**src/rtl/coproc_pkg.sv**
```systemverilog
// Shared constants for the coprocessor controller: opcodes, retire error codes,
// controller states and opcode classification helpers.
package coproc_pkg;

    localparam logic [3:0] OP_READ  = 4'd1;
    localparam logic [3:0] OP_WRITE = 4'd2;
    localparam logic [3:0] OP_SUM   = 4'd3;
    localparam logic [3:0] OP_DET5  = 4'd12;

    typedef enum logic [1:0] {
        ERR_OK      = 2'b00,
        ERR_ILLEGAL = 2'b01,
        ERR_TIMEOUT = 2'b10
    } err_e;

    typedef enum logic [1:0] {
        ST_IDLE    = 2'd0,
        ST_DECODE  = 2'd1,
        ST_EXECUTE = 2'd2,
        ST_RETIRE  = 2'd3
    } state_e;

    function automatic logic op_is_mem(input logic [3:0] op);
        return (op == OP_READ) || (op == OP_WRITE);
    endfunction

    function automatic logic op_is_alu(input logic [3:0] op);
        return (op >= OP_SUM) && (op <= OP_DET5);
    endfunction

endpackage

```
**src/rtl/coproc_instr_fifo.sv**
```systemverilog
// Instruction queue: power-of-two depth, single clock, show-ahead read port.
// Push is dropped when full, pop is dropped when empty.
module coproc_instr_fifo #(
    parameter int WIDTH = 32,
    parameter int DEPTH = 4,
    parameter int LVL_W = $clog2(DEPTH + 1)
) (
    input  logic             clk,
    input  logic             rst_n,
    input  logic             push,
    input  logic [WIDTH-1:0] push_data,
    input  logic             pop,
    output logic [WIDTH-1:0] pop_data,
    output logic             full,
    output logic             empty,
    output logic [LVL_W-1:0] level
);

    localparam int PTR_W = $clog2(DEPTH);

    logic [WIDTH-1:0] mem_q [DEPTH];
    logic [PTR_W-1:0] wr_ptr_q, wr_ptr_d;
    logic [PTR_W-1:0] rd_ptr_q, rd_ptr_d;
    logic [LVL_W-1:0] level_q, level_d;
    logic             do_push, do_pop;

    assign full     = (level_q == LVL_W'(DEPTH));
    assign empty    = (level_q == '0);
    assign level    = level_q;
    assign pop_data = mem_q[rd_ptr_q];
    assign do_push  = push && !full;
    assign do_pop   = pop && !empty;

    // Pointers wrap naturally because DEPTH is a power of two.
    always_comb begin
        wr_ptr_d = wr_ptr_q;
        rd_ptr_d = rd_ptr_q;
        level_d  = level_q;
        if (do_push) wr_ptr_d = wr_ptr_q + 1'b1;
        if (do_pop)  rd_ptr_d = rd_ptr_q + 1'b1;
        if (do_push && !do_pop)      level_d = level_q + 1'b1;
        else if (do_pop && !do_push) level_d = level_q - 1'b1;
    end

    always_ff @(posedge clk or negedge rst_n) begin
        if (!rst_n) begin
            wr_ptr_q <= '0;
            rd_ptr_q <= '0;
            level_q  <= '0;
        end else begin
            wr_ptr_q <= wr_ptr_d;
            rd_ptr_q <= rd_ptr_d;
            level_q  <= level_d;
        end
    end

    always_ff @(posedge clk) begin
        if (do_push) mem_q[wr_ptr_q] <= push_data;
    end

endmodule

```
**src/rtl/coproc_ctrl.sv**
```systemverilog
// Coprocessor controller: queues instructions, dispatches them one at a time to
// the memory or ALU unit, applies a completion timeout and retires in order.
module coproc_ctrl
    import coproc_pkg::*;
#(
    parameter int INSTR_W    = 32,
    parameter int ADDR_W     = 8,
    parameter int DATA_W     = 8,
    parameter int FIFO_DEPTH = 4,
    parameter int TIMEOUT    = 1023
) (
    input  logic                            clk,
    input  logic                            rst_n,
    input  logic [INSTR_W-1:0]              instr,
    input  logic                            instr_valid,
    output logic                            instr_ready,
    output logic                            mem_start,
    output logic                            mem_wr,
    output logic [ADDR_W-1:0]               mem_addr,
    output logic [DATA_W-1:0]               mem_wdata,
    input  logic                            mem_done,
    input  logic [DATA_W-1:0]               mem_rdata,
    output logic                            alu_start,
    output logic [3:0]                      alu_op,
    output logic [DATA_W-1:0]               alu_scalar,
    input  logic                            alu_done,
    output logic                            retire_valid,
    output logic [3:0]                      retire_opcode,
    output logic [DATA_W-1:0]               retire_data,
    output logic [1:0]                      retire_err,
    output logic                            busy,
    output logic [$clog2(FIFO_DEPTH+1)-1:0] fifo_level
);

    localparam int IR_W  = 4 + ADDR_W + DATA_W;
    localparam int CNT_W = $clog2(TIMEOUT + 1);

    state_e             state_q, state_d;
    logic [IR_W-1:0]    ir_q, ir_d;
    logic [CNT_W-1:0]   cnt_q, cnt_d;
    logic [DATA_W-1:0]  rdata_q, rdata_d;
    err_e               err_q, err_d;

    logic               fifo_full, fifo_empty, fifo_pop;
    logic [IR_W-1:0]    fifo_dout;
    logic [3:0]         op;
    logic               is_mem, is_alu, tgt_done;

    // Only the opcode/address/data fields are queued; upper word bits are don't-care.
    generate
        if (INSTR_W > IR_W) begin : g_unused_hi
            logic unused_instr_hi;
            assign unused_instr_hi = ^instr[INSTR_W-1:IR_W];
        end
    endgenerate

    coproc_instr_fifo #(
        .WIDTH (IR_W),
        .DEPTH (FIFO_DEPTH)
    ) u_fifo (
        .clk       (clk),
        .rst_n     (rst_n),
        .push      (instr_valid),
        .push_data (instr[IR_W-1:0]),
        .pop       (fifo_pop),
        .pop_data  (fifo_dout),
        .full      (fifo_full),
        .empty     (fifo_empty),
        .level     (fifo_level)
    );

    assign op       = ir_q[3:0];
    assign is_mem   = op_is_mem(op);
    assign is_alu   = op_is_alu(op);
    assign tgt_done = is_mem ? mem_done : alu_done;

    always_comb begin
        state_d  = state_q;
        ir_d     = ir_q;
        cnt_d    = cnt_q;
        rdata_d  = rdata_q;
        err_d    = err_q;
        fifo_pop = 1'b0;
        case (state_q)
            ST_IDLE: begin
                if (!fifo_empty) begin
                    fifo_pop = 1'b1;
                    ir_d     = fifo_dout;
                    rdata_d  = '0;
                    err_d    = ERR_OK;
                    state_d  = ST_DECODE;
                end
            end
            ST_DECODE: begin
                if (is_mem || is_alu) begin
                    cnt_d   = '0;
                    state_d = ST_EXECUTE;
                end else begin
                    err_d   = ERR_ILLEGAL;
                    state_d = ST_RETIRE;
                end
            end
            ST_EXECUTE: begin
                // Completion wins over a timeout expiring in the same cycle.
                if (tgt_done) begin
                    err_d   = ERR_OK;
                    if (op == OP_READ) rdata_d = mem_rdata;
                    state_d = ST_RETIRE;
                end else if (cnt_q == CNT_W'(TIMEOUT - 1)) begin
                    err_d   = ERR_TIMEOUT;
                    state_d = ST_RETIRE;
                end else begin
                    cnt_d = cnt_q + 1'b1;
                end
            end
            ST_RETIRE: state_d = ST_IDLE;
            default:   state_d = ST_IDLE;
        endcase
    end

    always_ff @(posedge clk or negedge rst_n) begin
        if (!rst_n) begin
            state_q <= ST_IDLE;
            ir_q    <= '0;
            cnt_q   <= '0;
            rdata_q <= '0;
            err_q   <= ERR_OK;
        end else begin
            state_q <= state_d;
            ir_q    <= ir_d;
            cnt_q   <= cnt_d;
            rdata_q <= rdata_d;
            err_q   <= err_d;
        end
    end

    assign instr_ready   = !fifo_full;
    assign mem_start     = (state_q == ST_EXECUTE) && is_mem;
    assign alu_start     = (state_q == ST_EXECUTE) && is_alu;
    assign mem_wr        = (op == OP_WRITE);
    assign mem_addr      = ir_q[4 +: ADDR_W];
    assign mem_wdata     = ir_q[4+ADDR_W +: DATA_W];
    assign alu_op        = op;
    assign alu_scalar    = ir_q[4+ADDR_W +: DATA_W];
    assign retire_valid  = (state_q == ST_RETIRE);
    assign retire_opcode = retire_valid ? op : 4'd0;
    assign retire_data   = retire_valid ? rdata_q : '0;
    assign retire_err    = retire_valid ? err_q : ERR_OK;
    assign busy          = !((state_q == ST_IDLE) && fifo_empty);

endmodule

```
**config.mk**
```make
export PLATFORM = sky130hd
export DESIGN_NAME = coproc_ctrl
export DESIGN_NICKNAME = d
export VERILOG_FILES = /design/src/rtl/coproc_pkg.sv /design/src/rtl/coproc_instr_fifo.sv /design/src/rtl/coproc_ctrl.sv
export SDC_FILE = /design/constraint.sdc
export NUM_CORES = 1
export LEC_CHECK = 0
export CAP_MARGIN = 25
export CORE_ASPECT_RATIO = 0.7
export CORE_MARGIN = 2
export CORE_UTILIZATION = 48
export CTS_CLUSTER_DIAMETER = 100
export CTS_CLUSTER_SIZE = 40
export DETAILED_ROUTE_END_ITERATION = 10
export PLACE_DENSITY = 0.77
export SLEW_MARGIN = 40
export SYNTH_ARGS = -nofsm -noshare
export SYNTH_HDL_FRONTEND = slang
export SYNTH_HIERARCHICAL = 1
export SYNTH_SLANG_ARGS = --single-unit
```
**constraint.sdc**
```tcl
create_clock -name clk -period 2.6 [get_ports clk]
set_input_delay 0.26 -clock clk [delete_from_list [all_inputs] [get_ports clk]]
set_output_delay 0.26 -clock clk [all_outputs]
set_load 0.05 [all_outputs]
```
==> Word level (Yosys, flattened, before mapping) <==
Memories as Yosys holds them, arrays and structs flattened. A register that Yosys moved wholly into a read port is not among the register bits.
Cells that the tools add are included.
{ "word_totals": {"reg_bits": 29, "latchBits": 0, "ramBits": 80, "mem_bits_ro": 0, "inputBits": 45, "output_inout_bits": 51, "elab_cells": 86, "memories": 1} }
{ "op_classes": {"n_addsub": 5, "n_mul": 0, "div": 0, "n_lt_le_gt_ge": 2, "eq_ne": 15, "shifts": 0, "muxes": 28, "bitwise_logic": 1, "n_reduce_logical": 27} }
{ "mem_list": {"columns": ["memory", "words", "width", "rd", "rd_ports_with_merged_regs", "wr", "line_no", "rtl"], "rows": [
  ["u_fifo.mem_q", 4, 20, 1, 1, 1, "coproc_instr_fifo.sv:21", "logic [WIDTH-1:0] mem_q [DEPTH];"]
]} }
{ "op_table": {"columns": ["cell", "n"], "rows": [
  ["$mux 8", 4],
  ["$mux 10", 3],
  ["$pmux 10 s2", 1],
  ["$mux 2", 8],
  ["$pmux 8 s2", 1],
  ["$ne 2x2->1 const B", 7],
  ["$reduce_and 4->1", 3],
  ["$add 10x1->10 const B", 1],
  ["$eq 10x10->1 const B", 1],
  ["$logic_and 1x1->1", 8],
  ["$pmux 2 s4", 1],
  ["$logic_not 1->1", 6],
  ["$mux 1", 6],
  ["$mux 3", 2],
  ["$pmux 2 s3", 1],
  ["$reduce_bool 2->1", 3],
  ["$add 2x1->2 const B", 2],
  ["$eq 2x2->1 const B", 2],
  ["$eq 4x1->1 const B", 1],
  ["$eq 4x2->1 const B", 1],
  ["$ge 4x2->1 const B", 1],
  ["$le 4x4->1 const B", 1],
  ["$mux 4", 1],
  ["$reduce_and 2->1", 2],
  ["10 further kinds", 11]
]} }

==> Longest topological paths before layout <==
Gate-level depths: netlist of the first run.
{ "logic_depth": {"ltp_word": 7, "depth_mapped": 11, "depth_no_buf": 10} }

==> Hierarchy <==
The synthesis of the first run kept the hierarchy.
{ "modules_own_cells": {"columns": ["module", "n_inst", "cells_per_inst", "area_per_inst_um2", "seq_area_each_um2"], "rows": [
  ["coproc_instr_fifo", 1, 140, 3384.5, 2577.5],
  ["coproc_ctrl", 1, 198, 2179.6, 1051.0]
]} }

==> Worst setup path before layout of the first run <==
OpenSTA, ideal clock, no wires.
{ "synth_timing": {"kind": "reg2out", "startpoint": "register ir_q[1] (read register of u_fifo.mem_q)", "endpoint": "output port mem_wr", "t_arrival_ns": 2.489, "required_ns": 2.340, "slack_ns": -0.149, "path_stages_with_launch": 3, "n_path_buf": 1, "path_cell_list": "dfrtp_1 > clkbuf_2 > nor4b_1"} }
{ "synth_via": {"elab_chain_len": 1} }
{ "synth_rtl": {"columns": ["element", "line_no", "rtl"], "rows": [
  ["start: declaration", "coproc_ctrl.sv:39", "logic [IR_W-1:0] ir_q, ir_d;"],
  ["$eq 4x2->1", "coproc_ctrl.sv:140", "assign mem_wr = (op == OP_WRITE);"],
  ["end: declaration", "coproc_ctrl.sv:18", "output logic mem_wr,"]
]} }
No other way between the ends.

==> Worst setup path in the final report of the first run <==
{ "layout_timing": {"startpoint": "register state_q[1]", "endpoint": "output port retire_err[0]"} }
{ "layout_via": {"elab_chain_len": 2} }
{ "layout_rtl": {"columns": ["element", "line_no", "rtl"], "rows": [
  ["start: declaration", "coproc_ctrl.sv:38", "state_e state_q, state_d;"],
  ["start signal: assignment", "coproc_ctrl.sv:129", "state_q <= state_d;"],
  ["$eq 2x2->1", "coproc_ctrl.sv:145", "assign retire_valid = (state_q == ST_RETIRE);"],
  ["$mux 2", "coproc_ctrl.sv:148", "assign retire_err = retire_valid ? err_q : ERR_OK;"],
  ["end: declaration", "coproc_ctrl.sv:30", "output logic [1:0] retire_err,"]
]} }
No other way between the ends.

==> results.ini, run 1 <==
[clock_tree]
cts_buffers=17
cts_sinks=129
cts_tree=yes
htree_num_levels=4
clock_path_buffers=2
root_buffer=clkbuf_16
clkLatencyLatePin_ns=0.41
clk_pin_slew_ns=0.05

[timing]
tightestPinTransition_ns=0.535
finalWorstSetupSlack_ns=0.212
clock_skew_ns=0.00636
fmax_mhz=419
slew_viol_final=0
final.min_clock_period_ns=2.39
slew_headroom=0.643
grt_setup_unrepaired=no
finalCritPeriodShare=0.919
fin_tns_setup_ns=0
setup_viol=0
finalHoldViolCount=0

[yosys]
synth_cell_type_count=57
synth_ff_type=edfxtp_1
netlist_area_mm2=0.00556
yosys_warnings=6
ys_async_sr_fraction=0.380
avgSynthCellArea_um2=16.5
synth_seq_cells=129
synth_nets=395
ys_seq_area_frac=0.652
syn_inst=338
yosys-top-cells-area=edfxtp_1 43%, dfrtp_1 22%, mux4_1 9.4%, mux2_2 4.5%, ha_1 2.5%
synth-edff-count=80
synth_top_area_cell=edfxtp_1
yosysTopAreaCellShare=0.432

[worst_setup_path]
crit_chain=ha_2 > and2_1 > clkdlybuf4s50_1
criticalPathCategory=reg -> out
cp_slowest_cell=clkdlybuf4s50_1
cp.required_ns=2.34
critPathCaptureType=output pin
reg2regPathDepth=10
worstPathMaxFanout=15
crit_path_start_kind=flip-flop
critPathMaxStageDelay_ns=0.81
critPathArrivalTime_ns=2.13
reg2reg_slack_ns=0.34

[pwr]
ir_drop_uv=1150
leakagePower_nw=2.78
p_per_area_mw_per_mm2=1280

[global_routing]
grt_pass1_vias=3204
antenna_found_initial=0
grt_max_degree=22
gr-total-overflow=0
grt_pass1_wl_mm=16.7
grt_usage=0.181

[route]
first_iter_violations=174
num_vias=3199
wl_per_cell_um=17.8
via_per_inst=5.37
finalWirelength_mm=10.6
drc=0
route.antenna.remaining_nets=0
drt-pass1-iter-count=4

[placed_design]
portBuffers=83
post-place-ws_ns=0.326
dp_hpwl_mm=6.98
place_congestion=0.819

[floorplan]
die_y_um=94.1
core_area_mm2=0.0112
chipWidth_um=133
initial_core_util=0.498
pin_count=96
dieArea_mm2=0.0125
rows=32

[layout]
nNetsFinal=487
nFillCells=765
final_common_cell=edfxtp_1
final_cell_mix=80 x edfxtp_1, 78 x clkdlybuf4s50_1, 46 x dfrtp_1, 22 x mux2_2, 20 x mux4_1
drive_gt1_frac=0.176
diodes=0
area_growth_pct=27.7

[run_status]
status=finished, final reports clean

[worst_hold_path]
min_path_type=in -> async

[flow_run]
cap_viol_max_count=0

-- synthesized netlist by cell type (all sizes together), types with 2 or more instances --
library cell and count:
a22o 9, xor2 3, nor2 8, nand4b 2, buf 17, ha 11, and3 4, dfrtp 49
mux2 23, xnor2 4, a21o 2, nand2 8, or4 2, nand3 7, a211oi 2, mux4 20
clkbuf 5, a21oi 4, nor2b 2, o21ai 11, and4 2, a31oi 4, and2 19, nor3b 2
a211o 2, inv 16, nor3 4, edfxtp 80
-- report_power, final --
group | switching [mW] | internal (mW) | total [mW] | leakage (nW)
Sequential | 0.322 | 2.75 | 3.08 | 1.35
Combinational | 2.30 | 1.55 | 3.85 | 1.17
Clock | 0.791 | 1.35 | 2.14 | 0.267
-- cells by family (layout without fill, tap and decap cells) --
kind of cell	after synthesis	after routing	share of synthesized area
flops	129	129	0.652
compound gates	43	43	0.0564
mux	44	44	0.143
buf+inv	38	143	0.0385
xor+xnor	7	7	0.0110
simple gates	65	65	0.0702
fa+ha+maj	12	12	0.0283
-- worst max-delay path, delay by kind of cell, from the launching register on --
kind                     cells  cell delay, ns
buffers and inverters        1            0.81
flip-flops                   1            0.40
adder cells (fa/ha/maj)      1            0.34
AND/OR/NAND/NOR              1            0.17
-- area by class of cell --
class / instances / area [um2] / share of cell area
multi-input combinational: 171 / 1730 / 0.244
sequential: 129 / 3630 / 0.511
clock inverter: 8 / 62.6 / 0.00880
tap: 153 / 191 / 0.0269
inverter: 16 / 60.1 / 0.00845
timing repair buffer: 95 / 957 / 0.135
clock buffer: 24 / 472 / 0.0664
-- worst paths after layout --
| path | endpoint | start |
|---|---|---|
| min | u_fifo/level[0] | rst_n |
| min reg2reg | u_fifo/rd_ptr_q[1] | u_fifo/rd_ptr_q[1] |
| max in group asynchronous | ir_q[13] | rst_n |
| max reg2reg | u_fifo/level[2] | u_fifo/level[0] |
| max | retire_err[0] | state_q[1] |
| min in group clk | rdata_q[6] | mem_rdata[6] |
-- through the flow --
step	total power, mW	instances	instance area (um2)	hold WS (ns)	util
floorplan	5.87	338	5570	-0.0356	-
CTS	9.13	596	7100	0.332	0.636
finish	9.07	596	7110	0.324	0.636
detailed placement	6.97	563	6560	0.226	0.587
global placement	6.86	563	6560	0.219	0.587
global route	9.47	596	7110	0.353	0.636
-- flip-flops by register name, summed over array words and instances (netlist names) --
signal,cells
u_fifo/mem_q,80
ir_q,20
cnt_q,10
rdata_q,8
u_fifo/level,3
err_q,2
state_q,2
u_fifo/rd_ptr_q,2
u_fifo/wr_ptr_q,2
-- per-layer routing --
layer | wire length, um | track usage | vias to the layer above
li1 | - | - | 1482
met1 | 4930 | 0.239 | 1623
met2 | 5110 | 0.290 | 86
met3 | 488 | 0.0421 | 8
met4 | 87 | 0.0833 | 0
met5 | 0 | 0 | -
-- repair_timing --
action,4_1_cts,5_1_grt
endpoints found under the hold margin,16,0
resized for setup,1,3
hold buffers,1,0
setup endpoints to repair,1,15
setup buffers,0,0
Note: power is estimated with default switching activity, not from simulation.
==> run 2, diff against run 1 <==
--- a/config.mk
+++ b/config.mk
@@ -10,7 +10,6 @@
 export CORE_MARGIN = 2
 export CORE_UTILIZATION = 48
 export CTS_CLUSTER_DIAMETER = 100
-export CTS_CLUSTER_SIZE = 40
 export DETAILED_ROUTE_END_ITERATION = 10
 export PLACE_DENSITY = 0.77
 export SLEW_MARGIN = 40
==> results of run 2 <==
Same layout as run 1: the final DEF is identical, and so are final timing and power.
